<file path="config.mk">
export PLATFORM = sky130hd
export DESIGN_NAME = factorial_accel
export DESIGN_NICKNAME = d
export VERILOG_FILES = /design/src/rtl/factorial_accel_pkg.sv /design/src/rtl/factorial_core.sv /design/src/rtl/factorial_accel.sv
export SDC_FILE = /design/constraint.sdc
export NUM_CORES = 1
export LEC_CHECK = 0
export ABC_AREA = 0
export BUFFER_PORTS_ARGS = -buffer_cell sky130_fd_sc_hd__buf_2
export CAP_MARGIN = 20
export CORE_MARGIN = 2
export CORE_UTILIZATION = 45
export DETAILED_ROUTE_END_ITERATION = 8
export PLACE_DENSITY_LB_ADDON = 0.1
export SLEW_MARGIN = 20
export SYNTH_ARGS = -nofsm -noshare
export SYNTH_HDL_FRONTEND = slang
export SYNTH_HIERARCHICAL = 1
export SYNTH_SLANG_ARGS = --single-unit
</file>
<file path="constraint.sdc">
create_clock -name clk -period 4.8 [get_ports clk]
set_input_delay 0.48 -clock clk [delete_from_list [all_inputs] [get_ports clk]]
set_output_delay 0.48 -clock clk [all_outputs]
set_load 0.01 [all_outputs]
</file>
<file path="src/rtl/factorial_accel_pkg.sv">
// rtl/factorial_accel_pkg.sv - shared FSM state type and register offsets for factorial_accel
//
// Contents:
//   state_t          - datapath FSM states (IDLE, CALC)
//   status_off(rb)   - offset of the status register for a result of rb bytes
//   start_off(rb)    - offset of the start strobe register
//   int_en_off(rb)   - offset of the interrupt-enable register
//   done_off(rb)     - offset of the done / done-clear register
package factorial_accel_pkg;

    typedef enum logic {
        IDLE = 1'b0,
        CALC = 1'b1
    } state_t;

    // Result bytes occupy offsets 0..rb-1; control registers follow directly.
    function automatic int status_off(input int rb);
        return rb;
    endfunction

    function automatic int start_off(input int rb);
        return rb + 1;
    endfunction

    function automatic int int_en_off(input int rb);
        return rb + 2;
    endfunction

    function automatic int done_off(input int rb);
        return rb + 3;
    endfunction

endpackage

</file>
<file path="src/rtl/factorial_core.sv">
// rtl/factorial_core.sv - iterative factorial datapath: accumulator, counter, multiplier, FSM
//
// Ports:
//   clk       in   rising-edge clock
//   rst       in   asynchronous active-low reset
//   start     in   start request; only accepted in IDLE
//   done_clr  in   clear the done flag (a completion on the same edge wins)
//   n         in   DATA_W operand latched on an accepted start
//   busy      out  high while computing (state == CALC)
//   overflow  out  sticky: some partial product did not fit in RES_W bits
//   done      out  set when a computation completes
//   acc       out  RES_W result, n! mod 2^RES_W once done
module factorial_core
    import factorial_accel_pkg::*;
#(
    parameter int DATA_W    = 8,
    parameter int RES_BYTES = 4
) (
    input  logic                        clk,
    input  logic                        rst,
    input  logic                        start,
    input  logic                        done_clr,
    input  logic [DATA_W-1:0]           n,
    output logic                        busy,
    output logic                        overflow,
    output logic                        done,
    output logic [DATA_W*RES_BYTES-1:0] acc
);

    localparam int RES_W = DATA_W * RES_BYTES;

    state_t              state;
    logic [DATA_W-1:0]   cnt;
    logic [RES_W+DATA_W-1:0] prod;

    // Full-width single-cycle product; the bits above RES_W flag overflow.
    assign prod = {{DATA_W{1'b0}}, acc} * {{RES_W{1'b0}}, cnt};
    assign busy = (state == CALC);

    always_ff @(posedge clk or negedge rst) begin
        if (!rst) begin
            state    <= IDLE;
            acc      <= '0;
            cnt      <= '0;
            overflow <= 1'b0;
            done     <= 1'b0;
        end else begin
            case (state)
                IDLE: begin
                    if (start) begin
                        acc      <= RES_W'(1);
                        cnt      <= n;
                        overflow <= 1'b0;
                        done     <= 1'b0;
                        state    <= CALC;
                    end else if (done_clr) begin
                        done <= 1'b0;
                    end
                end
                CALC: begin
                    if (done_clr) begin
                        done <= 1'b0;
                    end
                    if (cnt > DATA_W'(1)) begin
                        acc      <= prod[RES_W-1:0];
                        cnt      <= cnt - DATA_W'(1);
                        overflow <= overflow | (|prod[RES_W +: DATA_W]);
                    end else begin
                        // Completion overrides a coincident clear.
                        state <= IDLE;
                        done  <= 1'b1;
                    end
                end
                default: state <= IDLE;
            endcase
        end
    end

endmodule

</file>
<file path="src/rtl/factorial_accel.sv">
// rtl/factorial_accel.sv - memory-mapped factorial accelerator: register file and bus decode
//
// Ports:
//   clk           in   rising-edge clock
//   rst           in   asynchronous active-low reset
//   cs            in   chip select
//   readmem       in   read strobe (qualified by cs)
//   writemem      in   write strobe (qualified by cs, wins over readmem)
//   address       in   register offset
//   dataIn        in   write data
//   dataOut       out  registered read data
//   memDataReady  out  read data valid, one cycle after each read edge
//   interrupt     out  done & int_en
//
// Map: 0..RES_BYTES-1 result bytes LSB first (offset 0 write = operand n),
//      RES_BYTES status {overflow, busy}, +1 start, +2 int_en, +3 done / clear.
module factorial_accel
    import factorial_accel_pkg::*;
#(
    parameter int DATA_W    = 8,
    parameter int RES_BYTES = 4,
    parameter int ADDR_W    = 4
) (
    input  logic              clk,
    input  logic              rst,
    input  logic              cs,
    input  logic              readmem,
    input  logic              writemem,
    input  logic [ADDR_W-1:0] address,
    input  logic [DATA_W-1:0] dataIn,
    output logic [DATA_W-1:0] dataOut,
    output logic              memDataReady,
    output logic              interrupt
);

    localparam int RES_W = DATA_W * RES_BYTES;
    localparam logic [ADDR_W-1:0] A_OPERAND = '0;
    localparam logic [ADDR_W-1:0] A_STATUS  = ADDR_W'(status_off(RES_BYTES));
    localparam logic [ADDR_W-1:0] A_START   = ADDR_W'(start_off(RES_BYTES));
    localparam logic [ADDR_W-1:0] A_INT_EN  = ADDR_W'(int_en_off(RES_BYTES));
    localparam logic [ADDR_W-1:0] A_DONE    = ADDR_W'(done_off(RES_BYTES));

    logic              wr;
    logic              rd;
    logic [DATA_W-1:0] n_reg;
    logic              int_en;
    logic              busy;
    logic              overflow;
    logic              done;
    logic [RES_W-1:0]  acc;
    logic [DATA_W-1:0] rdata;

    assign wr = cs & writemem;
    assign rd = cs & readmem & ~writemem;

    factorial_core #(
        .DATA_W    (DATA_W),
        .RES_BYTES (RES_BYTES)
    ) u_core (
        .clk      (clk),
        .rst      (rst),
        .start    (wr && (address == A_START)),
        .done_clr (wr && (address == A_DONE)),
        .n        (n_reg),
        .busy     (busy),
        .overflow (overflow),
        .done     (done),
        .acc      (acc)
    );

    always_comb begin
        rdata = '0;
        for (int i = 0; i < RES_BYTES; i++) begin
            if (address == ADDR_W'(i)) begin
                rdata = acc[i*DATA_W +: DATA_W];
            end
        end
        if (address == A_STATUS) begin
            rdata = {{(DATA_W-2){1'b0}}, overflow, busy};
        end else if (address == A_INT_EN) begin
            rdata = {{(DATA_W-1){1'b0}}, int_en};
        end else if (address == A_DONE) begin
            rdata = {{(DATA_W-1){1'b0}}, done};
        end
    end

    always_ff @(posedge clk or negedge rst) begin
        if (!rst) begin
            n_reg        <= '0;
            int_en       <= 1'b0;
            dataOut      <= '0;
            memDataReady <= 1'b0;
        end else begin
            // Operand is frozen while a computation is running.
            if (wr && (address == A_OPERAND) && !busy) begin
                n_reg <= dataIn;
            end
            if (wr && (address == A_INT_EN)) begin
                int_en <= dataIn[0];
            end
            memDataReady <= rd;
            if (rd) begin
                dataOut <= rdata;
            end
        end
    end

    assign interrupt = done & int_en;

endmodule

</file>
# After elaboration in Yosys (flattened, before gate mapping)
# Cells that the tools add are included.
# totals
reg_bits	61
inputBits	17
output_inout_bits	10
word_cells	60
# op_classes
n_addsub	1
multipliers	1
n_lt_le_gt_ge	1
eq_ne	9
mux	23
bitwise_logic	7
reduce_logical	9
# op_table
cell	n
8-bit 2-to-1 mux	9
32-bit 2-to-1 mux	2
32-bit case mux with 2 select lines	1
32-bit by 8-bit multiplier with 40-bit output	1
4-bit by 3-bit equality test with 1-bit output (second input constant)	4
8-bit case mux with 2 select lines	1
4-bit by 2-bit equality test with 1-bit output (second input constant)	2
8-bit by 1-bit > comparator with 1-bit output (second input constant)	1
8-bit OR reduction	1
8-bit by 1-bit subtractor with 8-bit output (second input constant)	1
1-bit 2-to-1 mux	7
1-bit case mux with 2 select lines	3
1-bit logical AND	5
1-bit bitwise AND	4
4-bit by 1-bit equality test with 1-bit output (second input constant)	1
4-bit logical NOT	1
2-bit by 1-bit inequality test with 1-bit output (second input constant)	1
2-bit inequality test (second input constant)	1
1-bit NOT	2
2-bit AND reduction	1
1-bit logical NOT	1
1-bit bitwise OR	1

# Depth between registers and ports, before layout
# depth
word_depth	8
mapped_depth	21
ltp_nobuf	18

# Modules after synthesis
# Netlist, hierarchy kept.
# modules_own_cells
mod	n_inst	cells_each	area_per_inst_um2	seq_area_each_um2
factorial_core	1	1152	10077.2	1076.0
factorial_accel	1	75	1028.5	450.4

# Worst setup path before layout
# OpenSTA, ideal clock, no wires.
# synth_path
kind	reg-to-reg
from	register u_core.cnt[2]
to	register u_core.acc[16]
setup_time_ps	123
t_arrival_ps	4935
t_required_ps	4677
setup_slack_ps	-258
path_stages_with_launch	20
n_path_buf	2
period_less_slack_ps	5058
cell_sequence	dfrtp_1 clkbuf_1 clkbuf_1 nand2_1 fa_1 fa_1 inv_1 fa_1 inv_1 fa_1 inv_1 ha_1 a21o_1 a211o_1 a41o_1 a211o_1 a21o_1 a21oi_2 xor2_1 o21ai_1
# synth_between
elab_chain_cells	3
word_cells_on_any_way	6
classes_between	mul: 1; order compare: 1; eq/ne: 1; mux: 2; reduce/logical: 1
# synth_rtl
item	line	rtl
from (decl)	factorial_core.sv:33	logic [DATA_W-1:0] cnt;
from (signal assigned)	factorial_core.sv:52	cnt <= n;
from (signal assigned)	factorial_core.sv:66	cnt <= cnt - DATA_W'(1);
32-bit by 8-bit multiplier with 40-bit output or 8-bit by 1-bit > comparator with 1-bit output (tied branches)	factorial_core.sv:37, factorial_core.sv:64	
32-bit 2-to-1 mux or 2-bit inequality test (tied branches)	--	
32-bit case mux with 2 select lines or 2-bit AND reduction (tied branches)	--	
to (signal assigned)	factorial_core.sv:65	acc <= prod[RES_W-1:0];
to (decl)	factorial_core.sv:27	output logic [DATA_W*RES_BYTES-1:0] acc
# Parallel ways exist; a longest one is shown, timed or not. The select of a mux whose other input is x is not followed.
# A chain may end at the register's enable or synchronous reset.

# Final worst setup path
# layout_path
from	register u_core.cnt[5]
to	register u_core.overflow
# layout_between
elab_chain_cells	5
word_cells_on_any_way	8
classes_between	mul: 1; order compare: 1; eq/ne: 1; mux: 2; bitwise: 1; reduce/logical: 2
# layout_rtl
item	line	rtl
32-bit by 8-bit multiplier with 40-bit output	factorial_core.sv:37	assign prod = {{DATA_W{1'b0}}, acc} * {{RES_W{1'b0}}, cnt};
8-bit OR reduction	factorial_core.sv:67	overflow <= overflow | (|prod[RES_W +: DATA_W]);
1-bit bitwise OR	factorial_core.sv:67	
1-bit 2-to-1 mux	factorial_core.sv:64	if (cnt > DATA_W'(1)) begin
1-bit case mux with 2 select lines	factorial_core.sv:48	case (state)
to (signal assigned)	factorial_core.sv:67	
to (decl)	factorial_core.sv:25	output logic overflow,
# Parallel ways exist; a longest one is shown, timed or not. The select of a mux whose other input is x is not followed.

==> impl_metrics.ini <==
[outcome]
status = finished with violations
violations = setup timing

[floorplanning]
core_mm2 = 0.0242
rows = 57
start_util_pct = 45.8
die_y_um = 161
die_area_mm2 = 0.0260
ios = 27
die_w_um = 161

[flow_run]
cap_violations = 0

[detailed_routing]
drt-vias-per-instance = 5.37
antenna_left = 0
drt_wl_total_um = 32500
route.detailed.drc = 0
vias = 9293
avgRoutedWirePerCell_um = 18.8
drt_iter0_drc = 463
dr.pass1.iters = 5

[global_routing]
grt_pass1_wl_um = 53600
grt_overflow = 0
gr-usage-all-layers_pct = 26.4
grt_max_degree = 62
grt_pass1_vias = 9992
antenna_found_initial = 0

[setup_path]
path_max_fanout = 8
crit_path_max_incr_delay_ns = 0.58
r2r_slack_ns = -0.18
cp-end-kind = register
arrival_ns = 5.21
path_class = register to register
path_cells = buf_12 > buf_8 > buf_6 > and2_4 > fa_1 > fa_1 > fa_1 > fa_1 > ha_1 > nand4_1 > nor4_4 > nand3_2 > nand3_2 > nor4_1 > nor4bb_1 > and4_1 > a31oi_1
critPathLaunchType = register
required_ns = 5.02
path_common_cell = fa_1
slowest_stage = fa_1

[timing]
worstMarginPinSlew_ns = 0.917
rsz0062_at_grt = true
setup_viol = 5
min_period_over_period_pct = 104
skew_ns = 0.00987
finalHoldViolCount = 0
max_slew_margin_pct = 38.9
whs_ns = 0.334
max_freq_mhz = 201
fin_ws_ns = -0.185
slew_viol_final = 0
finalCriticalPeriod_ns = 4.98

[synth]
yosysUniqueCellTypes = 72
yosysSeqAreaShare_pct = 13.7
synthArstFlopShare_pct = 100
synth_top_flop_cell = dfrtp_1
yosys_warnings = 6
synth_seq_cells = 61
synthCells = 1227
syn_area_mm2 = 0.0111
syn_avg_cell_area_um2 = 9.05
mappedNetlistNets = 1486
synth_edf_count = 0

[cts]
cts_buffer_depth = 2
cts_root_buffer = clkbuf_16
cts_sinks = 61
cts_tree = yes
clk_pin_slew_ns = 0.07
cts_made_buffers = 9
clk_latency_ns = 0.35
htree_levels = 3

[cells_and_area]
final_area_mm2 = 0.0141
final_core_util_pct = 58.4
nNetsFinal = 1661
fill_cells = 2171
antenna_cells = 0
drive_above_1_share_pct = 27.1
largest_reg_flops = 32
synthToLayoutAreaGrowth_pct = 27.4
layout_commonest_cell = and2_1
mostFrequentLayoutCells = and2_1, fa_1, buf_4
largest_register = u_core/acc

[place]
gp_congestion = 0.843
place_area_mm2 = 0.0129
portBuffers = 26
hpwl_um = 25700
preCtsSetupSlack_ns = -0.665

[hold_path]
hold_path.class = primary input to asynchronous set/reset pin
[cell usage after synthesis, types with 4 or more instances]
cell type | instances | share of area, %
and3_1 | 6 | 0.34
nand3_1 | 33 | 1.5
fa_1 | 180 | 32
inv_1 | 170 | 5.7
xor2_1 | 12 | 0.95
o31ai_1 | 7 | 0.47
xnor2_1 | 17 | 1.3
a21oi_1 | 52 | 2.3
a211o_1 | 5 | 0.39
and2_1 | 208 | 12
a211oi_1 | 8 | 0.54
buf_2 | 10 | 0.45
nor4_1 | 4 | 0.23
nor3b_1 | 4 | 0.27
nor2b_1 | 4 | 0.23
o21a_1 | 5 | 0.34
or3_1 | 4 | 0.23
nand2_1 | 104 | 3.5
mux4_1 | 4 | 0.95
o21bai_1 | 9 | 0.61
clkbuf_1 | 57 | 1.9
a31oi_1 | 5 | 0.28
nor3_1 | 8 | 0.36
a21o_1 | 18 | 1.2
mux2_2 | 10 | 1.0
a22o_1 | 6 | 0.47
nor2_1 | 25 | 0.84
nand4_1 | 17 | 0.96
o21ai_0 | 51 | 2.3
dfrtp_1 | 61 | 14
ha_1 | 62 | 7.0
[critical path: cells and delay by family, from the launching register on]
family                   cells  cell delay (ns)
flip-flops                   1             0.43
adder cells (fa/ha/maj)      5             2.35
buffers and inverters        3             0.41
AND/OR/NAND/NOR              8             1.59
AO/OA/AOI/OAI                1             0.07
[area by class of cell]
class | count | area (um^2) | area share, %
sequential | 61 | 1540 | 10.8
inverter | 170 | 638 | 4.51
clock inverter | 6 | 71.3 | 0.504
multi-input combinational | 924 | 9290 | 65.7
tap | 324 | 405 | 2.86
clock buffer | 10 | 239 | 1.69
timing repair buffer | 236 | 1970 | 13.9
[through the flow]
step	instances	setup TNS (ns)
6_report	1731	-0.413
5_1_grt	1731	-1.79
4_1_cts	1717	-0.168
3_5_place_dp	1691	-2.78
3_3_place_gp	1691	-2.94
2_1_floorplan	1227	-0.0177
[final timing paths]
kind                                            from                           to  cells past startpoint
setup / recovery           u_core/cnt[5]$_DFFE_PN0P_  u_core/overflow$_DFFE_PN0P_                     17
hold / removal                                   rst         n_reg[7]$_DFFE_PN0P_                      2
setup reg to reg           u_core/cnt[5]$_DFFE_PN0P_  u_core/overflow$_DFFE_PN0P_                     17
hold reg to reg               dataOut[0]$_DFFE_PN0P_       dataOut[0]$_DFFE_PN0P_                      2
max in group asynchronous                        rst    u_core/acc[4]$_DFFE_PN0P_                      2
min in group clk                           dataIn[1]         n_reg[1]$_DFFE_PN0P_                      2
[timing repair]
| action | 4_1_cts | 5_1_grt |
|---|---|---|
| setup buffers | 9 | 16 |
| setup endpoints to repair | 13 | 15 |
| hold buffers | 0 | 0 |
| pin swaps | 48 | 45 |
| gates cloned | 1 | 1 |
| gates resized for setup | 87 | 77 |
[routing by layer]
| metal | part of all wire, % | global-route usage (%) | wire, um | vias up |
|---|---|---|---|---|
| met4 | 2.0 | 6.37 | 645 | 0 |
| met5 | 0 | 0 | 0 | - |
| met2 | 50 | 46.4 | 16300 | 206 |
| met1 | 44 | 35.2 | 14100 | 4727 |
| met3 | 4.3 | 2.95 | 1410 | 44 |
| li1 | - | - | - | 4316 |
[kinds of logic after synthesis]
family	Yosys count	synth area share (%)
and+or+nand+nor	429	21.3
buffers and inverters	242	8.53
adders and majority gates	242	39.4
AOI/OAI and AO/OA	206	12.1
DFF	61	13.7
xor gates and xnor gates	29	2.29
muxes	18	2.66
Power is not shown: default switching activity piles up to over one toggle a cycle in this logic, so the estimate is an artifact.
